$ cat src/rtl/fetch_pkg.sv
`default_nettype none
// ============================================================================
//  Module      : fetch_pkg
//  Description : Shared types and constants for the instruction-fetch stage.
//  Revision    : 1.0 - initial release
// ============================================================================
package fetch_pkg;

    // Fetch sequencer states.
    typedef enum logic [1:0] {
        FETCH = 2'd0,
        WAIT  = 2'd1,
        HOLD  = 2'd2
    } fetch_state_t;

    // Instruction presented to decode when IF/ID carries no real instruction.
    localparam logic [31:0] NOP_INST_DEFAULT = 32'h0000_0000;

    // PC step between sequential instructions (PC is a word address).
    localparam logic [31:0] PC_INC = 32'd1;

endpackage : fetch_pkg
`default_nettype wire

$ cat src/rtl/if_id_reg.sv
`default_nettype none
// ============================================================================
//  Module      : if_id_reg
//  Description : IF/ID pipeline register with flush, load, hold and NOP
//                insertion. Priority: flush > load > hold > bubble.
//  Revision    : 1.0 - initial release
// ============================================================================
module if_id_reg
    import fetch_pkg::*;
#(
    parameter logic [31:0] NOP_INST = NOP_INST_DEFAULT
) (
    input  logic        clk,
    input  logic        rst_n,
    input  logic        flush,
    input  logic        load,
    input  logic        hold,
    input  logic [31:0] load_inst,
    input  logic [31:0] load_pc,
    output logic [31:0] inst_ID,
    output logic [31:0] pc_ID,
    output logic [31:0] pc_plus1_ID,
    output logic        valid_ID
);

    // Update the decode-facing register; flush and bubble both insert a NOP
    // but leave the PC fields untouched.
    always_ff @(posedge clk or negedge rst_n) begin
        if (!rst_n) begin
            inst_ID     <= NOP_INST;
            pc_ID       <= 32'd0;
            pc_plus1_ID <= 32'd1;
            valid_ID    <= 1'b0;
        end else if (flush) begin
            inst_ID  <= NOP_INST;
            valid_ID <= 1'b0;
        end else if (load) begin
            inst_ID     <= load_inst;
            pc_ID       <= load_pc;
            pc_plus1_ID <= load_pc + PC_INC;
            valid_ID    <= 1'b1;
        end else if (!hold) begin
            inst_ID  <= NOP_INST;
            valid_ID <= 1'b0;
        end
    end

endmodule : if_id_reg
`default_nettype wire

$ cat src/rtl/fetch_stage.sv
`default_nettype none
// ============================================================================
//  Module      : fetch_stage
//  Description : Instruction-fetch stage. Holds the fetch PC, issues one
//                outstanding word-addressed request to instruction memory and
//                feeds decode through the IF/ID register. Handles decode
//                stalls and decode/execute redirects.
//  Revision    : 1.0 - initial release
// ============================================================================
module fetch_stage
    import fetch_pkg::*;
#(
    parameter logic [31:0] RESET_PC = 32'h0000_0000,
    parameter logic [31:0] NOP_INST = NOP_INST_DEFAULT
) (
    input  logic        clk,
    input  logic        rst_n,
    input  logic        stall_id,
    input  logic        redirect_id,
    input  logic [31:0] target_id,
    input  logic        redirect_ex,
    input  logic [31:0] target_ex,
    output logic        imem_req,
    output logic [31:0] imem_addr,
    input  logic        imem_ready,
    input  logic        imem_rvalid,
    input  logic [31:0] imem_rdata,
    output logic [31:0] inst_ID,
    output logic [31:0] pc_ID,
    output logic [31:0] pc_plus1_ID,
    output logic        valid_ID
);

    fetch_state_t r_state;
    logic [31:0]  r_pc_f;
    logic [31:0]  r_req_pc;
    logic [31:0]  r_hold_inst;
    logic         r_discard;
    // Clears on reset and sets on the first clock after release, so the
    // request line stays low while rst_n is low without looking at rst_n
    // combinationally.
    logic         r_run;

    logic         w_redirect;
    logic [31:0]  w_target;
    logic         w_accept;
    logic         w_load;
    logic [31:0]  w_load_inst;

    // Execute-stage redirect is older in program order, so it wins.
    assign w_redirect = redirect_ex | redirect_id;
    assign w_target   = redirect_ex ? target_ex : target_id;

    assign imem_req  = r_run && (r_state == FETCH);
    assign imem_addr = r_pc_f;
    assign w_accept  = imem_req && imem_ready;

    // A fresh response goes straight to decode; a buffered one leaves HOLD.
    assign w_load = !w_redirect && !stall_id &&
                    (((r_state == WAIT) && imem_rvalid && !r_discard) ||
                     (r_state == HOLD));
    assign w_load_inst = (r_state == HOLD) ? r_hold_inst : imem_rdata;

    // Fetch sequencer: request, await response, park the word while decode
    // stalls; any redirect retargets the PC and squashes in-flight data.
    always_ff @(posedge clk or negedge rst_n) begin
        if (!rst_n) begin
            r_state     <= FETCH;
            r_pc_f      <= RESET_PC;
            r_req_pc    <= RESET_PC;
            r_hold_inst <= NOP_INST;
            r_discard   <= 1'b0;
            r_run       <= 1'b0;
        end else begin
            r_run <= 1'b1;
            case (r_state)
                FETCH: begin
                    if (w_accept) begin
                        r_req_pc  <= r_pc_f;
                        r_pc_f    <= r_pc_f + PC_INC;
                        r_discard <= w_redirect;
                        r_state   <= WAIT;
                    end
                end
                WAIT: begin
                    if (imem_rvalid) begin
                        r_discard <= 1'b0;
                        if (!r_discard && !w_redirect && stall_id) begin
                            r_hold_inst <= imem_rdata;
                            r_state     <= HOLD;
                        end else begin
                            r_state <= FETCH;
                        end
                    end else if (w_redirect) begin
                        r_discard <= 1'b1;
                    end
                end
                HOLD: begin
                    if (w_redirect || !stall_id) begin
                        r_state <= FETCH;
                    end
                end
                default: begin
                    r_state <= FETCH;
                end
            endcase
            // Redirect target overrides any sequential PC update above.
            if (w_redirect) begin
                r_pc_f <= w_target;
            end
        end
    end

    if_id_reg #(
        .NOP_INST (NOP_INST)
    ) u_if_id_reg (
        .clk         (clk),
        .rst_n       (rst_n),
        .flush       (w_redirect),
        .load        (w_load),
        .hold        (stall_id),
        .load_inst   (w_load_inst),
        .load_pc     (r_req_pc),
        .inst_ID     (inst_ID),
        .pc_ID       (pc_ID),
        .pc_plus1_ID (pc_plus1_ID),
        .valid_ID    (valid_ID)
    );

endmodule : fetch_stage
`default_nettype wire
$ cat config.mk
export PLATFORM = sky130hd
export DESIGN_NAME = fetch_stage
export DESIGN_NICKNAME = d
export VERILOG_FILES = /design/src/rtl/fetch_pkg.sv /design/src/rtl/if_id_reg.sv /design/src/rtl/fetch_stage.sv
export SDC_FILE = /design/constraint.sdc
export NUM_CORES = 1
export LEC_CHECK = 0
export BUFFER_PORTS_ARGS = -buffer_cell sky130_fd_sc_hd__buf_2
export CAP_MARGIN = 20
export CORE_UTILIZATION = 48
export CTS_BUF_LIST = sky130_fd_sc_hd__clkbuf_8
export DETAILED_ROUTE_END_ITERATION = 16
export PLACE_DENSITY = 0.8
export SLEW_MARGIN = 25
export SYNTH_ARGS = -nofsm -noshare
export SYNTH_HDL_FRONTEND = slang
export SYNTH_SLANG_ARGS = --single-unit
$ cat constraint.sdc
create_clock -name clk -period 2.4 [get_ports clk]
set_clock_uncertainty 0.05 [all_clocks]
set_input_delay 0.36 -clock clk [delete_from_list [all_inputs] [get_ports clk]]
set_output_delay 0.36 -clock clk [all_outputs]
set_load 0.005 [all_outputs]
==> results of run 1 <==
==> power groups by stage <==
stage	Combinational [mW]	Sequential [mW]	Clock (mW)
finish	1.49	4.42	2.34
global route	1.66	4.49	2.50
CTS	1.51	4.41	2.39
detailed placement	1.50	4.47	0
global placement	1.44	4.44	0
floorplan	0.796	4.34	0
==> worst max path at each step <==
stage	startpoint	slack, ns	cells past startpoint	endpoint
after CTS	r_state[0]	0.27	5	u_if_id_reg.pc_ID[22]
after global routing	r_state[0]	0.17	5	u_if_id_reg.pc_ID[19]
after detailed placement	r_state[0]	0.27	5	u_if_id_reg.pc_ID[17]
after floorplan	redirect_ex	0.41	8	u_if_id_reg.pc_ID[14]
after global placement	imem_rvalid	0.31	6	u_if_id_reg.pc_ID[14]
final	r_state[0]	0.26	5	u_if_id_reg.pc_ID[19]
==> worst max-delay path: cells and delay by family, from the launching register on <==
kind | cells | cell delay (ns)
AO/OA/AOI/OAI | 1 | 0.43
buffers and inverters | 2 | 0.43
flip-flops | 1 | 0.47
multiplexers | 1 | 0.39
AND/OR/NAND/NOR | 1 | 0.20
==> flip-flops by register name, indices dropped and copies added (netlist names) <==
name and count:
u_if_id_reg.valid_ID 1, imem_addr 32, r_run 1, u_if_id_reg.inst_ID 32, u_if_id_reg.pc_ID 32, r_hold_inst 32, r_state 2, r_discard 1
r_req_pc 32, u_if_id_reg.pc_plus1_ID 32
==> stage by stage <==
| stage | area [um^2] | total power [mW] | instances | hold slack [ns] |
|---|---|---|---|---|
| 2_1_floorplan | 9300 | 5.14 | 904 | 0.0144 |
| 3_3_place_gp | 10700 | 5.88 | 1362 | 0.349 |
| 3_5_place_dp | 10700 | 5.96 | 1362 | 0.357 |
| 4_1_cts | 11200 | 8.30 | 1394 | 0.0337 |
| 5_1_grt | 11200 | 8.65 | 1395 | 0.0460 |
| 6_report | 11200 | 8.24 | 1396 | 0.0533 |
==> cell usage in the layout, fill, tap and decap left out, types with 25 or more instances in the layout <==
master	count
nand2_1	178
xnor2_1	25
buf_2	231
mux2i_1	36
mux2_2	60
a21oi_1	25
o21ai_0	93
dfrtp_1	196
==> routing by layer <==
metal  GRT usage [%]  vias up  part of all wire [%]  wire (um)
met5               0        -                     0          0
met4            8.47        0                   2.4        575
met3            5.06       42                   6.0       1450
met2            38.8      287                    47      11300
met1            34.2     3634                    45      10700
li1                -     3602                     -          -
==> cell usage after synthesis, types with 3 or more instances <==
cell	n	area (um^2)
dfrtp_1	196	4900
nand2_1	178	668
o21ai_0	93	465
mux2_2	60	676
mux2i_1	36	360
clkbuf_1	31	116
a21oi_1	25	125
xnor2_1	25	219
nor2_1	22	82.6
nand3_1	21	105
nand4_1	21	131
xor2_1	18	158
a211oi_1	16	120
buf_2	16	80.1
inv_1	15	56.3
nor3_1	15	75.1
nor2b_1	13	81.3
and3_1	11	68.8
and2_1	8	50.1
nor4_1	8	50.1
a22oi_1	6	45.0
and4_1	5	43.8
buf_1	4	15.0
or3_1	4	25.0
clkbuf_8	3	41.3
nand2b_1	3	18.8
nor4_4	3	63.8
o22ai_1	3	18.8
==> layout make-up <==
type	instances	share of cell area (%)
Antenna cell	2	0.0447
Clock buffer	19	2.33
Clock inverter	12	1.60
Inverter	15	0.503
Multi-Input combinational cell	635	36.2
Sequential cell	197	44.0
Tap cell	260	2.90
Timing Repair Buffer	256	12.4
==> logic make-up (layout without fill, tap and decap cells) <==
kind of cell	count (synthesis)	in the layout	synth area share, %
adder cells (fa/ha/maj)	2	2	0.269
AO/OA/AOI/OAI	162	162	10.0
multiplexers	96	96	11.1
flip-flops	197	197	53.0
XOR/XNOR	43	43	4.05
buffers and inverters	72	302	3.62
AND/OR/NAND/NOR	331	331	17.8
other	1	3	0.0403
==> results.tsv, run 1 <==
stage	metric	value	unit
logic_synthesis	synth-seq-area-share	53.0	%
power_and_ir_drop	netSwitchingFraction	29.2	%
cells_and_area	drive_gt1_share	31.9	%
clock_network	clockBufferDepth	2	
routing	totalWireLength	24.0	mm
critical_path	reg2reg_depth	5	
logic_synthesis	synth_area	9300	um^2
floorplan	io_pins	233	
critical_path	critPathLaunchType	register	
cells_and_area	final.fill_count	1619	
cells_and_area	fin_util	59.5	%
clock_network	clk_latency	0.46	ns
power_and_ir_drop	pwr-share-seq	53.6	%
critical_path	cp_cell_sequence	or4bb_1 -> inv_1 -> o21ai_4 -> buf_12 -> mux2_2	
worst_hold_path	hp-class	in -> reg	
logic_synthesis	ys_types	63	
timing	period_needed	2.14	ns
critical_path	critPathSlowestCell	dfrtp_1	
logic_synthesis	avgSynthCellArea	10.3	um^2
critical_path	max_stage_delay	0.47	ns
critical_path	rr_endpoint	u_if_id_reg.pc_ID[19]	
critical_path	worstPathArrival	2.44	ns
placed_design	gp_congestion	0.908	
routing	viasPerCell	5.42	
clock_network	cts_root_buf	clkbuf_8	
logic_synthesis	ys_ff_latch	197	
routing	wl_per_cell	17.2	um
clock_network	ctsHoldBuffers	1	
global_routing	grt_pass1_vias	7173	
routing	drc	0	
routing	drt-initial-drc-count	532	
power_and_ir_drop	p_sw	2.41	mW
power_and_ir_drop	combPwrFrac	18.0	%
placed_design	port_buffers	232	
floorplan	rows	50	
power_and_ir_drop	ir_worst_vdd	0.346	mV
clock_network	cts-resized-gates	0	
timing	final_hold_viol_count	0	
logic_synthesis	async_flop_share	100	%
timing	setup_slack	0.262	ns
cells_and_area	nNetsFinal	1227	
critical_path	cp_max_fo	93	
power_and_ir_drop	leakage	5.45	nW
timing	tns	0	ns
timing	setup_viol	0	
timing	rsz0062_at_grt	false	
floorplan	chipWidth	141	um
clock_network	cts.clk_slew.worst_paths	0.10	ns
power_and_ir_drop	power.density	736	nW/um^2
worst_hold_path	holdPathStages	3	
global_routing	overflow	0	
critical_path	crit_type	reg -> reg	
routing	vias	7565	
timing	worstMarginPinSlew	0.585	ns
logic_synthesis	synthCells	904	
timing	relSlewSlack	61.0	%
placed_design	dp_hpwl	17.5	mm
global_routing	antenna_found_initial	1	
placed_design	pre_cts_slack	0.274	ns
timing	finalCritPeriodShare	89.1	%
critical_path	r2r-start	r_state[0]	
worst_hold_path	hp-start	target_ex[5]	
critical_path	endpoint_kind	register	
routing	ant_nets	0	
logic_synthesis	synth_nets	1009	
power_and_ir_drop	clockPowerShare	28.4	%
floorplan	fp.coreArea	18800	um^2
logic_synthesis	ys_warn_count	0	
cells_and_area	synthToLayoutAreaGrowth	20.5	%
power_and_ir_drop	p_int	5.83	mW
worst_hold_path	min_to	imem_addr[5]	
cells_and_area	ff_latch_area	4930	um^2
floorplan	die_area	19900	um^2
critical_path	cp.required	2.70	ns
logic_synthesis	synth-edff-count	0	
global_routing	grt_usage	24.7	%
clock_network	post_cts_buffers	0	
global_routing	grt_pass1_wl	38.1	mm
global_routing	grt_max_degree	94	
logic_synthesis	synth-main-ff-cell	dfrtp_1	
run	cap_violations	0	
floorplan	initial_core_util	49.4	%
critical_path	r2r_setup_slack	0.26	ns
clock_network	cts_made_buffers	17	
clock_network	clock-sinks	197	
clock_network	cts_tree	done	
timing	fmax	0.468	GHz
cells_and_area	multiInputGateArea	4050	um^2
floorplan	die_h	141	um
clock_network	htreeDepth	4	
outcome	status	finished, final reports clean	
routing	drtPass1Iterations	5	
timing	slew_violations	0	
(Power assumes the default switching activity.)
==> run 2: changes to the inputs <==
--- a/config.mk
+++ b/config.mk
@@ -11,6 +11,7 @@
 export CTS_BUF_LIST = sky130_fd_sc_hd__clkbuf_8
 export DETAILED_ROUTE_END_ITERATION = 16
 export PLACE_DENSITY = 0.8
+export RECOVER_POWER = 100
 export SLEW_MARGIN = 25
 export SYNTH_ARGS = -nofsm -noshare
 export SYNTH_HDL_FRONTEND = slang
==> run 2 against run 1 <==
  * Global-route usage is the same
  * Routed wire length decreased by 0.29%
  * Combinational power fell by 4%
  * Via count increased by 0.20%
  * Sequential share of layout area up 0.73 points
  * Setup slack lost 0.043 ns
  * Die area unchanged
  * Sequential power is essentially flat
  * Cell area is 1.6% lower
  * Cell count stayed put
  * Clock-buffer cell count unchanged
==> results.tsv, run 2 (synthesis results as in run 1) <==
stage	metric	value	unit	change
outcome	status	finished, final reports clean		
routing	drc	0		unchanged
timing	worstMarginPinSlew	1.14	ns	+0.552 ns
floorplan	die_area	19900	um^2	unchanged
timing	period_needed	2.18	ns	+0.0434 ns
critical_path	r2r_setup_slack	0.22	ns	-0.04 ns
cells_and_area	final_cell_mix	dfrtp_1 (196), nand2_1 (178), buf_2 (156), o21ai_0 (93), clkbuf_1 (76)		
timing	slew_violations	0		unchanged
timing	final_hold_viol_count	0		unchanged
floorplan	rows	50		unchanged
clock_network	clk_latency	0.46	ns	about the same
floorplan	fp.coreArea	18800	um^2	unchanged
placed_design	dp_hpwl	17.5	mm	unchanged
run	cap_violations	0		unchanged
cells_and_area	fin_util	58.5	%	-0.97 points
cells_and_area	synthToLayoutAreaGrowth	18.5	%	
floorplan	chipWidth	141	um	unchanged
routing	drt-initial-drc-count	658		+24%
critical_path	endpoint_kind	register		
routing	vias	7580		+0.20%
clock_network	cts_root_buf	clkbuf_8		
placed_design	port_buffers	232		unchanged
routing	totalWireLength	23.9	mm	-0.29%
cells_and_area	nNetsFinal	1227		unchanged
clock_network	clockBufferDepth	2		unchanged
floorplan	die_h	141	um	unchanged
clock_network	cts_made_buffers	17		unchanged
clock_network	cts_tree	done		
cells_and_area	drive_gt1_share	24.5	%	-7.4 points
power_and_ir_drop	power.density	743	nW/um^2	+0.97%
timing	setup_viol	0		unchanged
cells_and_area	final_common_cell	dfrtp_1		
timing	relSlewSlack	24.2	%	-37 points
critical_path	reg2reg_depth	4		-1
routing	viasPerCell	5.43		+0.20%
routing	drtPass1Iterations	5		unchanged
timing	finalCritPeriodShare	90.9	%	+1.8 points
worst_hold_path	hp-start	target_ex[5]		
global_routing	antenna_found_initial	1		unchanged
worst_hold_path	min_to	imem_addr[5]		
worst_hold_path	hp-class	in -> reg		
critical_path	rr_endpoint	u_if_id_reg.inst_ID[17]		
floorplan	initial_core_util	49.4	%	unchanged
critical_path	crit_type	reg -> reg		
routing	ant_nets	0		unchanged
power_and_ir_drop	leakage	5.13	nW	-5.9%
timing	tns	0	ns	unchanged
global_routing	grt_pass1_wl	38.1	mm	unchanged
clock_network	htreeDepth	4		unchanged
clock_network	clock-sinks	197		unchanged
critical_path	cp.required	2.67	ns	-0.03 ns
placed_design	gp_congestion	0.908		unchanged
clock_network	post_cts_buffers	0		unchanged
critical_path	worstPathArrival	2.45	ns	about the same
critical_path	cp_max_fo	33		-65%
global_routing	grt_pass1_vias	7173		unchanged
floorplan	io_pins	233		unchanged
routing	wl_per_cell	17.1	um	-0.29%
critical_path	critPathLaunchType	register		
global_routing	overflow	0		unchanged
timing	fmax	0.459	GHz	-2.0%
worst_hold_path	holdPathStages	3		unchanged
power_and_ir_drop	ir_worst_vdd	0.344	mV	-0.50%
global_routing	grt_max_degree	94		unchanged
critical_path	r2r-start	r_state[1]		
global_routing	grt_usage	24.7	%	unchanged
clock_network	cts.clk_slew.worst_paths	0.10	ns	about the same
timing	rsz0062_at_grt	false		
[run 2: cell count changes in the layout (fill, tap and decap cells not counted), sizes merged]
cell,change
clkbuf,+81
buf,-81
[run 2: worst max-delay path, cell delays in order, from the launching register on]
cell,delay (ns)
dfrtp_1,0.46
nor2b_4,0.22
clkbuf_2,0.85
mux2i_1,0.30
o21ai_0,0.13
[run 2: how the worst max path moves through the flow]
stage	slack [ns]	endpoint	startpoint
2_1_floorplan	0.41	u_if_id_reg.pc_ID[14]	redirect_ex
3_3_place_gp	0.31	u_if_id_reg.pc_ID[14]	imem_rvalid
3_5_place_dp	0.27	u_if_id_reg.pc_ID[17]	r_state[0]
4_1_cts	0.27	u_if_id_reg.pc_ID[22]	r_state[0]
5_1_grt	0.09	u_if_id_reg.inst_ID[14]	r_state[1]
6_report	0.22	u_if_id_reg.inst_ID[17]	r_state[1]
[run 2: cell type report]
class / count / area (um^2)
antenna: 2 / 5.00
clock buffer: 19 / 262
clock inverter: 12 / 179
fill: 1666 / 7810
inverter: 15 / 56.3
multi-input combinational: 635 / 4000
sequential: 197 / 4930
tap: 260 / 325
timing repair buffer: 256 / 1260
[run 2: repair_timing]
| item | 4_1_cts | 5_1_grt |
|---|---|---|
| hold buffers | 1 | 0 |
| resized for setup | 0 | 0 |
| hold endpoints to repair | 63 | 0 |
[run 2: routing by layer]
| layer | global-route usage [%] | up-vias | wire length, um |
|---|---|---|---|
| li1 | - | 3597 | - |
| met1 | 34.2 | 3641 | 10500 |
| met2 | 38.8 | 300 | 11300 |
| met3 | 5.06 | 42 | 1620 |
| met4 | 8.47 | 0 | 566 |
| met5 | 0 | - | 0 |
[run 2: per-stage QoR]
step                      std cells  power, mW  instance area [um^2]  hold WS [ns]  setup slack (ns)
after floorplan                 904       5.14                  9300        0.0144             0.408
after global routing           1395       8.60                 11000        0.0460            0.0872
after global placement         1362       5.88                 10700         0.349             0.306
final                          1396       8.19                 11000        0.0576             0.219
after CTS                      1394       8.30                 11200        0.0337             0.267
after detailed placement       1362       5.96                 10700         0.357             0.274
[run 2: where the power goes]
| group | switching [mW] | total, mW | internal, mW |
|---|---|---|---|
| logic | 0.727 | 1.43 | 0.708 |
| registers | 0.532 | 4.42 | 3.89 |
| clock network | 1.14 | 2.33 | 1.19 |
| total | 2.40 | 8.19 | 5.79 |
